**src/rtl/pu_pkg.sv**
```systemverilog
// Shared types for the PU packet path: flit flow codes, flit layout and receive FSM states.
// Used by both the transmitter and the receive engine.
package pu_pkg;

    typedef enum logic [1:0] {
        FLOW_IDLE = 2'b00,
        FLOW_HEAD = 2'b01,
        FLOW_BODY = 2'b10,
        FLOW_TAIL = 2'b11
    } flow_e;

    localparam int unsigned PU_FLIT_W = 8;

    typedef struct packed {
        flow_e                flow;
        logic [PU_FLIT_W-1:0] payload;
    } flit_t;

    typedef enum logic [1:0] {
        RX_IDLE = 2'b00,
        RX_RECV = 2'b01,
        RX_DROP = 2'b10
    } rx_state_e;

endpackage

```
**src/rtl/pu_pkt_rx.sv**
```systemverilog
// Packet receive engine: filters packets by destination port, pairs half-word BODY flits
// into data words and writes them into data memory from a programmable base address.
module pu_pkt_rx
    import pu_pkg::*;
#(
    parameter int unsigned       DATA_W  = 16,
    parameter int unsigned       FLIT_W  = DATA_W / 2,
    parameter int unsigned       ADDR_W  = 8,
    parameter int unsigned       PORT_W  = 2,
    parameter logic [PORT_W-1:0] MY_PORT = '0
) (
    input  logic              clk,
    input  logic              rst,
    input  logic [FLIT_W+1:0] rx,
    input  logic              base_we,
    input  logic [ADDR_W-1:0] base_in,
    output logic              mem_we,
    output logic [ADDR_W-1:0] mem_wa,
    output logic [DATA_W-1:0] mem_wd,
    output logic              busy,
    output logic              done,
    output logic [ADDR_W:0]   rx_words,
    output logic              dropped,
    output logic              err_proto
);

    localparam logic [ADDR_W:0] CNT_MAX = {1'b1, {ADDR_W{1'b0}}};

    flow_e             flow;
    logic [FLIT_W-1:0] payload;

    rx_state_e         state_q, state_d;
    logic [ADDR_W-1:0] base_q, base_d;
    logic [ADDR_W-1:0] ptr_q, ptr_d;
    logic [FLIT_W-1:0] hold_q, hold_d;
    logic              half_q, half_d;
    logic [ADDR_W:0]   cnt_q, cnt_d;
    logic [ADDR_W:0]   cnt_inc;
    logic [ADDR_W:0]   rx_words_q, rx_words_d;
    logic              mem_we_q, mem_we_d;
    logic [ADDR_W-1:0] mem_wa_q, mem_wa_d;
    logic [DATA_W-1:0] mem_wd_q, mem_wd_d;
    logic              busy_q, busy_d;
    logic              done_q, done_d;
    logic              dropped_q, dropped_d;
    logic              err_q, err_d;
    logic              start_head;

    assign flow    = flow_e'(rx[FLIT_W+1:FLIT_W]);
    assign payload = rx[FLIT_W-1:0];

    // Word count sticks at 2^ADDR_W once a packet overruns the address space.
    assign cnt_inc = (cnt_q == CNT_MAX) ? cnt_q : cnt_q + (ADDR_W+1)'(1);

    always_comb begin
        // NOTE: every signal driven here gets a default first, so no path can infer a latch.
        state_d    = state_q;
        base_d     = base_we ? base_in : base_q;
        ptr_d      = ptr_q;
        hold_d     = hold_q;
        half_d     = half_q;
        cnt_d      = cnt_q;
        rx_words_d = rx_words_q;
        mem_we_d   = 1'b0;
        mem_wa_d   = mem_wa_q;
        mem_wd_d   = mem_wd_q;
        done_d     = 1'b0;
        dropped_d  = 1'b0;
        err_d      = 1'b0;
        start_head = 1'b0;

        unique case (state_q)
            RX_IDLE: begin
                if (flow == FLOW_HEAD) begin
                    start_head = 1'b1;
                end else if (flow != FLOW_IDLE) begin
                    err_d = 1'b1;
                end
            end
            RX_RECV: begin
                unique case (flow)
                    FLOW_HEAD: begin
                        err_d      = 1'b1;
                        start_head = 1'b1;
                    end
                    FLOW_BODY: begin
                        if (!half_q) begin
                            hold_d = payload;
                            half_d = 1'b1;
                        end else begin
                            mem_we_d = 1'b1;
                            mem_wa_d = ptr_q;
                            mem_wd_d = {payload, hold_q};
                            ptr_d    = ptr_q + ADDR_W'(1);
                            cnt_d    = cnt_inc;
                            half_d   = 1'b0;
                        end
                    end
                    FLOW_TAIL: begin
                        rx_words_d = cnt_q;
                        if (half_q) begin
                            mem_we_d   = 1'b1;
                            mem_wa_d   = ptr_q;
                            mem_wd_d   = {{FLIT_W{1'b0}}, hold_q};
                            ptr_d      = ptr_q + ADDR_W'(1);
                            cnt_d      = cnt_inc;
                            rx_words_d = cnt_inc;
                        end
                        half_d  = 1'b0;
                        done_d  = 1'b1;
                        state_d = RX_IDLE;
                    end
                    default: ;
                endcase
            end
            RX_DROP: begin
                if (flow == FLOW_HEAD) begin
                    err_d      = 1'b1;
                    start_head = 1'b1;
                end else if (flow == FLOW_TAIL) begin
                    dropped_d = 1'b1;
                    state_d   = RX_IDLE;
                end
            end
            default: state_d = RX_IDLE;
        endcase

        // A HEAD seen in any state restarts reception; the previous base value is used.
        if (start_head) begin
            if (payload[PORT_W-1:0] == MY_PORT) begin
                state_d = RX_RECV;
                ptr_d   = base_q;
                cnt_d   = '0;
                half_d  = 1'b0;
            end else begin
                state_d = RX_DROP;
            end
        end

        busy_d = (state_d != RX_IDLE);
    end

    // NOTE: sequential state uses non-blocking assignments only, so all registers update together.
    always_ff @(posedge clk or posedge rst) begin
        if (rst) begin
            state_q    <= RX_IDLE;
            base_q     <= '0;
            ptr_q      <= '0;
            hold_q     <= '0;
            half_q     <= 1'b0;
            cnt_q      <= '0;
            rx_words_q <= '0;
            mem_we_q   <= 1'b0;
            mem_wa_q   <= '0;
            mem_wd_q   <= '0;
            busy_q     <= 1'b0;
            done_q     <= 1'b0;
            dropped_q  <= 1'b0;
            err_q      <= 1'b0;
        end else begin
            state_q    <= state_d;
            base_q     <= base_d;
            ptr_q      <= ptr_d;
            hold_q     <= hold_d;
            half_q     <= half_d;
            cnt_q      <= cnt_d;
            rx_words_q <= rx_words_d;
            mem_we_q   <= mem_we_d;
            mem_wa_q   <= mem_wa_d;
            mem_wd_q   <= mem_wd_d;
            busy_q     <= busy_d;
            done_q     <= done_d;
            dropped_q  <= dropped_d;
            err_q      <= err_d;
        end
    end

    assign mem_we    = mem_we_q;
    assign mem_wa    = mem_wa_q;
    assign mem_wd    = mem_wd_q;
    assign busy      = busy_q;
    assign done      = done_q;
    assign rx_words  = rx_words_q;
    assign dropped   = dropped_q;
    assign err_proto = err_q;

endmodule

```
**config.mk**
```make
export PLATFORM = sky130hd
export DESIGN_NAME = pu_pkt_rx
export DESIGN_NICKNAME = d
export VERILOG_FILES = /design/src/rtl/pu_pkg.sv /design/src/rtl/pu_pkt_rx.sv
export SDC_FILE = /design/constraint.sdc
export NUM_CORES = 1
export LEC_CHECK = 0
export CELL_PAD_IN_SITES_DETAIL_PLACEMENT = 1
export CELL_PAD_IN_SITES_GLOBAL_PLACEMENT = 1
export CORE_ASPECT_RATIO = 1.5
export CORE_MARGIN = 10
export CORE_UTILIZATION = 42
export CTS_BUF_LIST = sky130_fd_sc_hd__clkbuf_8
export DETAILED_ROUTE_END_ITERATION = 12
export PLACE_DENSITY_LB_ADDON = 0.1
export SETUP_SLACK_MARGIN = 0.1
export SYNTH_ARGS = -nofsm -noshare
export SYNTH_HDL_FRONTEND = slang
export SYNTH_SLANG_ARGS = --single-unit
export TNS_END_PERCENT = 5
```
**constraint.sdc**
```tcl
create_clock -name clk -period 3.35 [get_ports clk]
set_clock_uncertainty 0.2 [all_clocks]
set_input_delay 0.5025 -clock clk [delete_from_list [all_inputs] [get_ports clk]]
set_output_delay 0.5025 -clock clk [all_outputs]
set_load 0.01 [all_outputs]
```
==> impl_metrics.json, run 1 <==
{
  "cp_slowest_cell": "nor3_2",
  "postSynthCellCount": 318,
  "setup_viol": 0,
  "cts_buffers": 9,
  "final.setup.worst_slack_ps": 1040,
  "fin_cells": 486,
  "routed_wl_mm": 7.71,
  "crit_type": "flip-flop to flip-flop",
  "grt_usage_pct": 14.0,
  "antenna_left": 0,
  "nets": 407,
  "power.share.sequential_pct": 49.2,
  "cts_root_buffer": "clkbuf_8",
  "clock-sinks": 74,
  "antenna_cells": 0,
  "async_flop_share_pct": 100,
  "grt_max_degree": 75,
  "hold_slack_ps": 273,
  "path_buf_inv": 1,
  "hold_buffers": 0,
  "chipWidth_microns": 91.6,
  "maxCapViolCount": 0,
  "critical_path_depth": 5,
  "p_int_mw": 1.73,
  "slew_violations": 0,
  "cp.arrival_ps": 2360,
  "synthAdderAreaFrac_pct": 2.72,
  "syn_nets": 346,
  "start_kind": "flip-flop",
  "path_clk_slew_ps": 70,
  "cp_cell_sequence": "inv_1 > ha_1 > nand2_1 > nor3_2 > mux2_2",
  "critPathLaunch": "state_q[1]$_DFF_PP0_",
  "ys_warn_count": 0,
  "r2r_end": "hold_q[7]$_DFFE_PP0P_",
  "crit_family": "simple AND/OR/NAND/NOR gates",
  "initial_utilization_pct": 42.6,
  "cts.path.max_buffers": 2,
  "cp_max_fo": 9,
  "p_switching_mw": 0.680,
  "die-height_microns": 127,
  "end_kind": "flip-flop",
  "ctsResizeCount": 0,
  "post_cts_buffers": 0,
  "utilization_pct": 54.3,
  "synthSimpleGateAreaFrac_pct": 19.4,
  "cp-endpoint": "hold_q[7]$_DFFE_PP0P_",
  "dpl.hpwl_mm": 5.41,
  "ys_seq_area_share_pct": 57.4,
  "areaGrowthSynthToFinish_pct": 27.4,
  "via_per_inst": 4.95,
  "antenna_found_initial": 0,
  "fin_crit_ps": 2310,
  "placed_cells": 470,
  "finish.instance_area_sq_mm": 0.00411,
  "synthXorXnorAreaFrac_pct": 5.43,
  "ir_drop_v": 0.000348,
  "powerDensity_mw_per_mm2": 585,
  "synth_area_per_cell_sq_um": 10.1,
  "rows": 39,
  "io_pins": 59,
  "grt_pass1_vias": 2679,
  "synth-compound-area-share_pct": 5.43,
  "core-area_sq_mm": 0.00756,
  "slew_headroom_pct": 46.5,
  "place_area_sq_mm": 0.00391,
  "fill_cells": 891,
  "critPathMaxStageDelay_ps": 630,
  "io_buffers": 58,
  "hold_path.class": "flip-flop to flip-flop",
  "tightestPinTransition_ps": 798,
  "cts-htree-levels": 3,
  "synth_edf_count": 0,
  "gp_routability_congestion": 0.726,
  "drive_gt1_share_pct": 10.2,
  "dpl_worst_slack_ps": 681,
  "period_share_pct": 69.1,
  "yosys_most_used_dff": "dfrtp_1",
  "r2r-start": "state_q[1]$_DFF_PP0_",
  "ys_seq_elements": 74,
  "cts_tree": "yes",
  "drc": 0,
  "synthMuxAreaShare_pct": 6.21,
  "clock_power_share_pct": 29.2,
  "synth_cell_type_count": 30,
  "r2r_slack_ps": 1040,
  "wl_per_cell_microns": 15.9,
  "grt_pass1_wl_mm": 13.1,
  "die-area_sq_mm": 0.0117,
  "finalHoldViolations": 0,
  "cp.required_ps": 3390,
  "synth_top_family_by_area": "simple AND/OR/NAND/NOR gates",
  "drt_iter0_markers": 50,
  "total_power_mw": 2.41,
  "status": "finished clean",
  "netlist_area_sq_mm": 0.00323,
  "grt-ovfl-total": 0,
  "dr_total_vias": 2405,
  "p_leak_nw": 1.86,
  "p_sw_share_pct": 28.3,
  "clock_latency_ps": 370,
  "max_freq_mhz": 432,
  "grt_setup_unrepaired": "no",
  "power_frac_comb_pct": 21.7,
  "setup_tns_ps": 0,
  "r2r_cells": 5,
  "first_pass_iters": 4
}
==> state kept, by name, summed over array words and instances, names as in the netlist, 2 cells and up <==
name	count
mem_wd	16
cnt_q	9
rx_words	9
base_q	8
hold_q	8
mem_wa	8
ptr_q	8
state_q	2
==> routing by layer <==
metal	track usage [%]	share of wire [%]	vias to the layer above
met3	5.86	6.9	9
li1	-	-	1162
met2	23.8	52	46
met4	6.85	1.7	0
met5	0	0	-
met1	14.6	39	1188
==> cell usage after synthesis, types with 2 or more instances <==
cell type	instances	area share [%]
nand2_1	99	12
dfrtp_1	74	57
mux2_2	16	5.6
xnor2_1	16	4.3
o21ai_0	13	2.0
nor2_1	12	1.4
nand3_1	10	1.6
a21oi_1	8	1.2
inv_1	8	0.93
o21ai_1	8	1.2
ha_1	7	2.7
buf_2	6	0.93
nand4_1	6	1.2
nor3_1	6	0.93
clkbuf_1	5	0.58
xor2_1	4	1.1
nor4_1	3	0.58
buf_6	2	0.70
mux2i_1	2	0.62
nor4b_1	2	0.54
or3_1	2	0.39
==> cell usage in the layout, fill, tap and decap left out, types with 2 or more instances in the layout <==
cell type | synthesis | routed
nand2_1 | 99 | 99
dfrtp_1 | 74 | 74
clkdlybuf4s50_1 | 0 | 58
mux2_2 | 16 | 16
xnor2_1 | 16 | 16
o21ai_0 | 13 | 13
nor2_1 | 12 | 12
clkbuf_8 | 0 | 11
nand3_1 | 10 | 10
inv_1 | 8 | 10
a21oi_1 | 8 | 8
o21ai_1 | 8 | 8
ha_1 | 7 | 7
nand4_1 | 6 | 6
nor3_1 | 6 | 6
buf_4 | 1 | 5
xor2_1 | 4 | 4
nor4_1 | 3 | 3
mux2i_1 | 2 | 2
or3_1 | 2 | 2
nor4b_1 | 2 | 2
==> kinds of logic after synthesis <==
family                   count (synthesis)
XOR/XNOR                                20
buffers and inverters                   22
multiplexers                            18
AND/OR/NAND/NOR                        144
adder cells (fa/ha/maj)                  7
AO/OA/AOI/OAI                           33
flip-flops                              74
==> area by class of cell <==
class	instances	area (sq um)	share of cell area (%)
Tap cell	102	128	3.11
Sequential cell	74	1850	45.1
Clock buffer	11	151	3.68
Multi-Input combinational cell	222	1260	30.8
Timing Repair Buffer	64	638	15.5
Clock inverter	5	46.3	1.13
Inverter	8	30.0	0.731
==> how the worst min path moves through the flow <==
stage               slack [ps]  cells past startpoint              startpoint                      to
CTS                        280                      2   mem_wd[9]$_DFFE_PP0P_   mem_wd[9]$_DFFE_PP0P_
finish                     270                      2   mem_wa[3]$_DFFE_PP0P_   mem_wa[3]$_DFFE_PP0P_
detailed placement         260                      2   mem_wd[9]$_DFFE_PP0P_   mem_wd[9]$_DFFE_PP0P_
global placement           250                      2   mem_wd[9]$_DFFE_PP0P_   mem_wd[9]$_DFFE_PP0P_
floorplan                  230                      2   hold_q[0]$_DFFE_PP0P_   mem_wd[0]$_DFFE_PP0P_
global route               310                      2  mem_wd[13]$_DFFE_PP0P_  mem_wd[13]$_DFFE_PP0P_
==> power groups by stage <==
stage	Sequential, mW	Combinational (mW)	Clock (mW)
CTS	1.19	0.536	0.729
global route	1.21	0.586	0.765
finish	1.18	0.521	0.702
global placement	1.19	0.514	0
detailed placement	1.20	0.530	0
floorplan	1.20	0.253	0
==> worst reg2reg max path, delay by kind of cell, from the launching register on <==
family,cells,cell delay (ps)
AND/OR/NAND/NOR,2,760
multiplexers,1,420
adder cells (fa/ha/maj),1,280
flip-flops,1,440
buffers and inverters,1,110
Power figures use the tool's default switching activity.
==> run 2: changes to the inputs <==
--- a/config.mk
+++ b/config.mk
@@ -9,7 +9,7 @@
 export CELL_PAD_IN_SITES_GLOBAL_PLACEMENT = 1
 export CORE_ASPECT_RATIO = 1.5
 export CORE_MARGIN = 10
-export CORE_UTILIZATION = 42
+export CORE_UTILIZATION = 38
 export CTS_BUF_LIST = sky130_fd_sc_hd__clkbuf_8
 export DETAILED_ROUTE_END_ITERATION = 12
 export PLACE_DENSITY_LB_ADDON = 0.1
==> constraint.sdc (replaced) <==
create_clock -name clk -period 2.1 [get_ports clk]
set_clock_uncertainty 0.2 [all_clocks]
set_input_delay 0.315 -clock clk [delete_from_list [all_inputs] [get_ports clk]]
set_output_delay 0.315 -clock clk [all_outputs]
set_load 0.01 [all_outputs]
==> impl_metrics.json, run 2 (synthesized netlist as in run 1, its figures left out) <==
{
  "status": "finished clean",
  "max_freq_mhz": 518,
  "layout.cells.most_common": "nand2_1",
  "maxCapViolCount": 0,
  "cts_tree": "yes",
  "drt_iter0_markers": 82,
  "grt_setup_unrepaired": "yes",
  "path_clk_slew_ps": 80,
  "chipWidth_microns": 95.2,
  "setup_tns_ps": 0,
  "final.setup.worst_slack_ps": 171,
  "register_area_sq_mm": 0.00185,
  "cp_cell_sequence": "inv_1 > ha_2 > nand2_1 > buf_4 > nor4_2 > xnor2_1 > nor2_1",
  "core-area_sq_mm": 0.00836,
  "antenna_left": 0,
  "fill_cells": 938,
  "rows": 41,
  "slew_violations": 0,
  "areaGrowthSynthToFinish_pct": 33.9,
  "cts-htree-levels": 3,
  "period_share_pct": 91.9,
  "cp.required_ps": 2140,
  "utilization_pct": 51.7,
  "multi_input_area_sq_mm": 0.00129,
  "hold_buffers": 0,
  "post_cts_buffers": 0,
  "tightestPinTransition_ps": 433,
  "dpl.hpwl_mm": 5.87,
  "dpl_worst_slack_ps": -60.4,
  "io_pins": 59,
  "clock_latency_ps": 350,
  "nets": 422,
  "slew_headroom_pct": 71.1,
  "io_buffers": 58,
  "total_power_mw": 4.10,
  "die-height_microns": 133,
  "grt_max_degree": 33,
  "antenna_cells": 0,
  "grt_usage_pct": 13.5,
  "hold_path.class": "input pin to async pin",
  "cts_root_buffer": "clkbuf_8",
  "clock-sinks": 74,
  "antenna_found_initial": 0,
  "via_per_inst": 4.91,
  "dr_total_vias": 2482,
  "grt_pass1_vias": 2786,
  "finalHoldViolations": 0,
  "final_cell_mix": "nand2_1, dfrtp_1, clkdlybuf4s50_1, buf_4",
  "end_kind": "flip-flop",
  "drive_gt1_share_pct": 15.5,
  "grt_pass1_wl_mm": 13.6,
  "crit_type": "flip-flop to flip-flop",
  "cts.path.max_buffers": 2,
  "gp_routability_congestion": 0.816,
  "hold_slack_ps": 122,
  "cts_buffers": 9,
  "fin_crit_ps": 1930,
  "first_pass_iters": 4,
  "cp.arrival_ps": 1970,
  "wl_per_cell_microns": 15.8,
  "die-area_sq_mm": 0.0126,
  "ir_drop_v": 0.000483,
  "powerDensity_mw_per_mm2": 950,
  "cp_max_fo": 8,
  "p_leak_nw": 1.94,
  "start_kind": "flip-flop",
  "drc": 0,
  "largest_reg_flops": 16,
  "setup_viol": 0,
  "critPathMaxStageDelay_ps": 430,
  "routed_wl_mm": 8.00,
  "cp_slowest_cell": "dfrtp_1",
  "grt-ovfl-total": 0,
  "initial_utilization_pct": 38.6
}
[run 2: critical path: cells and delay by family, from the launching register on]
kind | cells | cell delay (ps)
xor gates and xnor gates | 1 | 170
adders and majority gates | 1 | 240
buffers and inverters | 2 | 300
DFF | 1 | 430
and+or+nand+nor | 3 | 480
[run 2: area by class of cell]
type,instances,area share (%)
sequential,74,42.9
multi-input combinational,222,29.9
timing repair buffer,79,17.8
tap,107,3.10
clock buffer,9,2.87
clock inverter,7,2.72
inverter,8,0.782
[run 2: final timing paths]
| check | to | cells after the start | startpoint | slack, ps |
|---|---|---|---|---|
| hold / removal | mem_wd[8]$_DFFE_PP0P_ | 2 | rst | 120 |
| setup reg to reg | cnt_q[8]$_DFF_PP0_ | 7 | state_q[1]$_DFF_PP0_ | 170 |
| max in group asynchronous | ptr_q[1]$_DFF_PP0_ | 3 | rst | 1080 |
| hold reg to reg | mem_wd[1]$_DFFE_PP0P_ | 2 | hold_q[1]$_DFFE_PP0P_ | 270 |
| min in group clk | mem_wd[1]$_DFFE_PP0P_ | 2 | hold_q[1]$_DFFE_PP0P_ | 270 |
| setup / recovery | cnt_q[8]$_DFF_PP0_ | 7 | state_q[1]$_DFF_PP0_ | 170 |
[run 2: repair_timing]
action | 4_1_cts | 5_1_grt
cloned | 0 | 0
setup endpoints to repair | 2 | 20
resized for setup | 1 | 5
[run 2: metrics by stage]
stage | cell area [sq um] | instances
after floorplan | 3230 | 318
after global placement | 4050 | 490
after detailed placement | 4050 | 490
after CTS | 4300 | 506
after global routing | 4320 | 506
final | 4320 | 506
[run 2: power breakdown]
group	internal (mW)	leakage (nW)	switching, mW
registers	1.69	0.984	0.184
clock network	0.789	0.123	0.548
logic	0.493	0.834	0.398
[run 2: metal layers]
layer	GRT usage, %	share of wire [%]
met1	14.6	39
met4	4.84	1.4
met2	23.0	52
met3	5.38	7.1
met5	0	0
==> run 3: changes to the inputs <==
--- a/config.mk
+++ b/config.mk
@@ -9,7 +9,7 @@
 export CELL_PAD_IN_SITES_GLOBAL_PLACEMENT = 1
 export CORE_ASPECT_RATIO = 1.5
 export CORE_MARGIN = 10
-export CORE_UTILIZATION = 38
+export CORE_UTILIZATION = 42
 export CTS_BUF_LIST = sky130_fd_sc_hd__clkbuf_8
 export DETAILED_ROUTE_END_ITERATION = 12
 export PLACE_DENSITY_LB_ADDON = 0.1
==> constraint.sdc (replaced) <==
create_clock -name clk -period 1.9 [get_ports clk]
set_clock_uncertainty 0.2 [all_clocks]
set_input_delay 0.285 -clock clk [delete_from_list [all_inputs] [get_ports clk]]
set_output_delay 0.285 -clock clk [all_outputs]
set_load 0.01 [all_outputs]
==> impl_metrics.json, run 3 (synthesized netlist as in run 1, its figures left out) <==
{
  "tightestPinTransition_ps": 383,
  "cp.arrival_ps": 2020,
  "status": "complete, but fails checks",
  "rows": 39,
  "maxCapViolCount": 0,
  "final_cell_mix": "nand2_1, dfrtp_1, clkdlybuf4s50_1, buf_4",
  "finish.instance_area_sq_mm": 0.00447,
  "routed_wl_mm": 8.54,
  "clock-sinks": 74,
  "antenna_found_initial": 0,
  "path_clk_slew_ps": 80,
  "r2r_cells": 7,
  "start_kind": "flip-flop",
  "r2r-start": "state_q[1]$_DFF_PP0_",
  "slew_violations": 0,
  "violations": "negative setup slack",
  "slew_headroom_pct": 74.1,
  "areaGrowthSynthToFinish_pct": 38.5,
  "cts_tree": "yes",
  "wl_per_cell_microns": 16.6,
  "core-area_sq_mm": 0.00756,
  "antenna_left": 0,
  "r2r_end": "ptr_q[7]$_DFF_PP0_",
  "layout.cells.most_common": "nand2_1",
  "final.setup.worst_slack_ps": -36.2,
  "finalHoldViolations": 0,
  "nets": 434,
  "critPathLaunch": "state_q[1]$_DFF_PP0_",
  "io_pins": 59,
  "clock_latency_ps": 360,
  "setup_viol": 19,
  "via_per_inst": 5.04,
  "r2r_slack_ps": -40,
  "chipWidth_microns": 91.6,
  "grt_pass1_wl_mm": 13.5,
  "drt_iter0_markers": 62,
  "grt-ovfl-total": 0,
  "utilization_pct": 59.1,
  "end_kind": "flip-flop",
  "p_leak_nw": 2.24,
  "dpl.hpwl_mm": 5.66,
  "fin_cells": 513,
  "drive_gt1_share_pct": 18.0,
  "ir_drop_v": 0.000579,
  "grt_pass1_vias": 2755,
  "hold_slack_ps": 172,
  "cts.path.max_buffers": 2,
  "antenna_cells": 0,
  "place_area_sq_mm": 0.00410,
  "cp.required_ps": 1990,
  "total_power_mw": 4.26,
  "crit_type": "flip-flop to flip-flop",
  "grt_setup_unrepaired": "yes",
  "hold_path.class": "input pin to async pin",
  "cts_buffers": 9,
  "placed_cells": 489,
  "die-height_microns": 127,
  "largest_reg_flops": 16,
  "cts-htree-levels": 3,
  "cts_root_buffer": "clkbuf_8",
  "powerDensity_mw_per_mm2": 953,
  "max_freq_mhz": 516,
  "first_pass_iters": 4,
  "period_share_pct": 102,
  "dr_total_vias": 2587,
  "die-area_sq_mm": 0.0117,
  "initial_utilization_pct": 42.6,
  "grt_max_degree": 75,
  "drc": 0,
  "cp_max_fo": 9,
  "gp_routability_congestion": 0.822,
  "io_buffers": 58,
  "fin_crit_ps": 1940,
  "grt_usage_pct": 14.5,
  "hold_buffers": 0
}
run 3: cell types whose count changed in the layout (fill, tap and decap cells not counted), sizes merged:
cell,change
clkinv,-2
bufinv,-3
inv,+2
clkdlybuf4s50,-12
dlymetal6s2s,+12
buf,+11
clkbuf,+4
run 3: where the power goes:
group / leakage (nW) / switching, mW / internal (mW) / total [mW]
Sequential: 0.983 / 0.197 / 1.87 / 2.07
Combinational: 1.16 / 0.477 / 0.567 / 1.04
Clock: 0.105 / 0.578 / 0.568 / 1.15
Total: 2.24 / 1.25 / 3.01 / 4.26
run 3: worst max-delay path: stages (launching register included):
cell     delay, ps
dfrtp_1        410
ha_2           190
or3b_4         410
nor3_4         240
buf_12         150
buf_12         120
nand2_1         70
o21ai_1         80
run 3: worst max-delay path by stage:
stage	slack (ps)	endpoint
floorplan	-4	hold_q[0]$_DFFE_PP0P_
global placement	-130	ptr_q[3]$_DFF_PP0_
detailed placement	-150	cnt_q[8]$_DFF_PP0_
CTS	20	half_q$_DFF_PP0_
global route	-120	hold_q[1]$_DFFE_PP0P_
finish	-40	ptr_q[7]$_DFF_PP0_
run 3: cell type report:
type                       count  area (sq um)
clock inverter                 4          17.5
timing repair buffer          91           950
sequential                    74          1850
fill                         849          3100
clock buffer                  12           165
tap                          102           128
multi-input combinational    222          1320
inverter                       8          33.8
run 3: layer usage:
layer | wire length, microns | share of wire, % | vias to the layer above | track usage, %
met5 | 0 | 0 | - | 0
met4 | 174 | 2.0 | 0 | 7.68
met3 | 468 | 5.5 | 12 | 4.57
met2 | 4640 | 54 | 48 | 24.6
met1 | 3260 | 38 | 1307 | 15.8
li1 | - | - | 1220 | -
run 3: through the flow:
step / TNS [ps] / worst slack [ps]
after floorplan: -32.6 / -4.07
after global placement: -3210 / -132
after detailed placement: -3490 / -150
after CTS: 0 / 24.4
after global routing: -2540 / -120
final: -219 / -36.2
run 3: what timing repair did:
action | CTS | global route
endpoints found under the setup margin | 31 | 56
gates resized for setup | 4 | 20
pin swaps | 0 | 2
cloned | 0 | 2
buffers inserted | 2 | 4
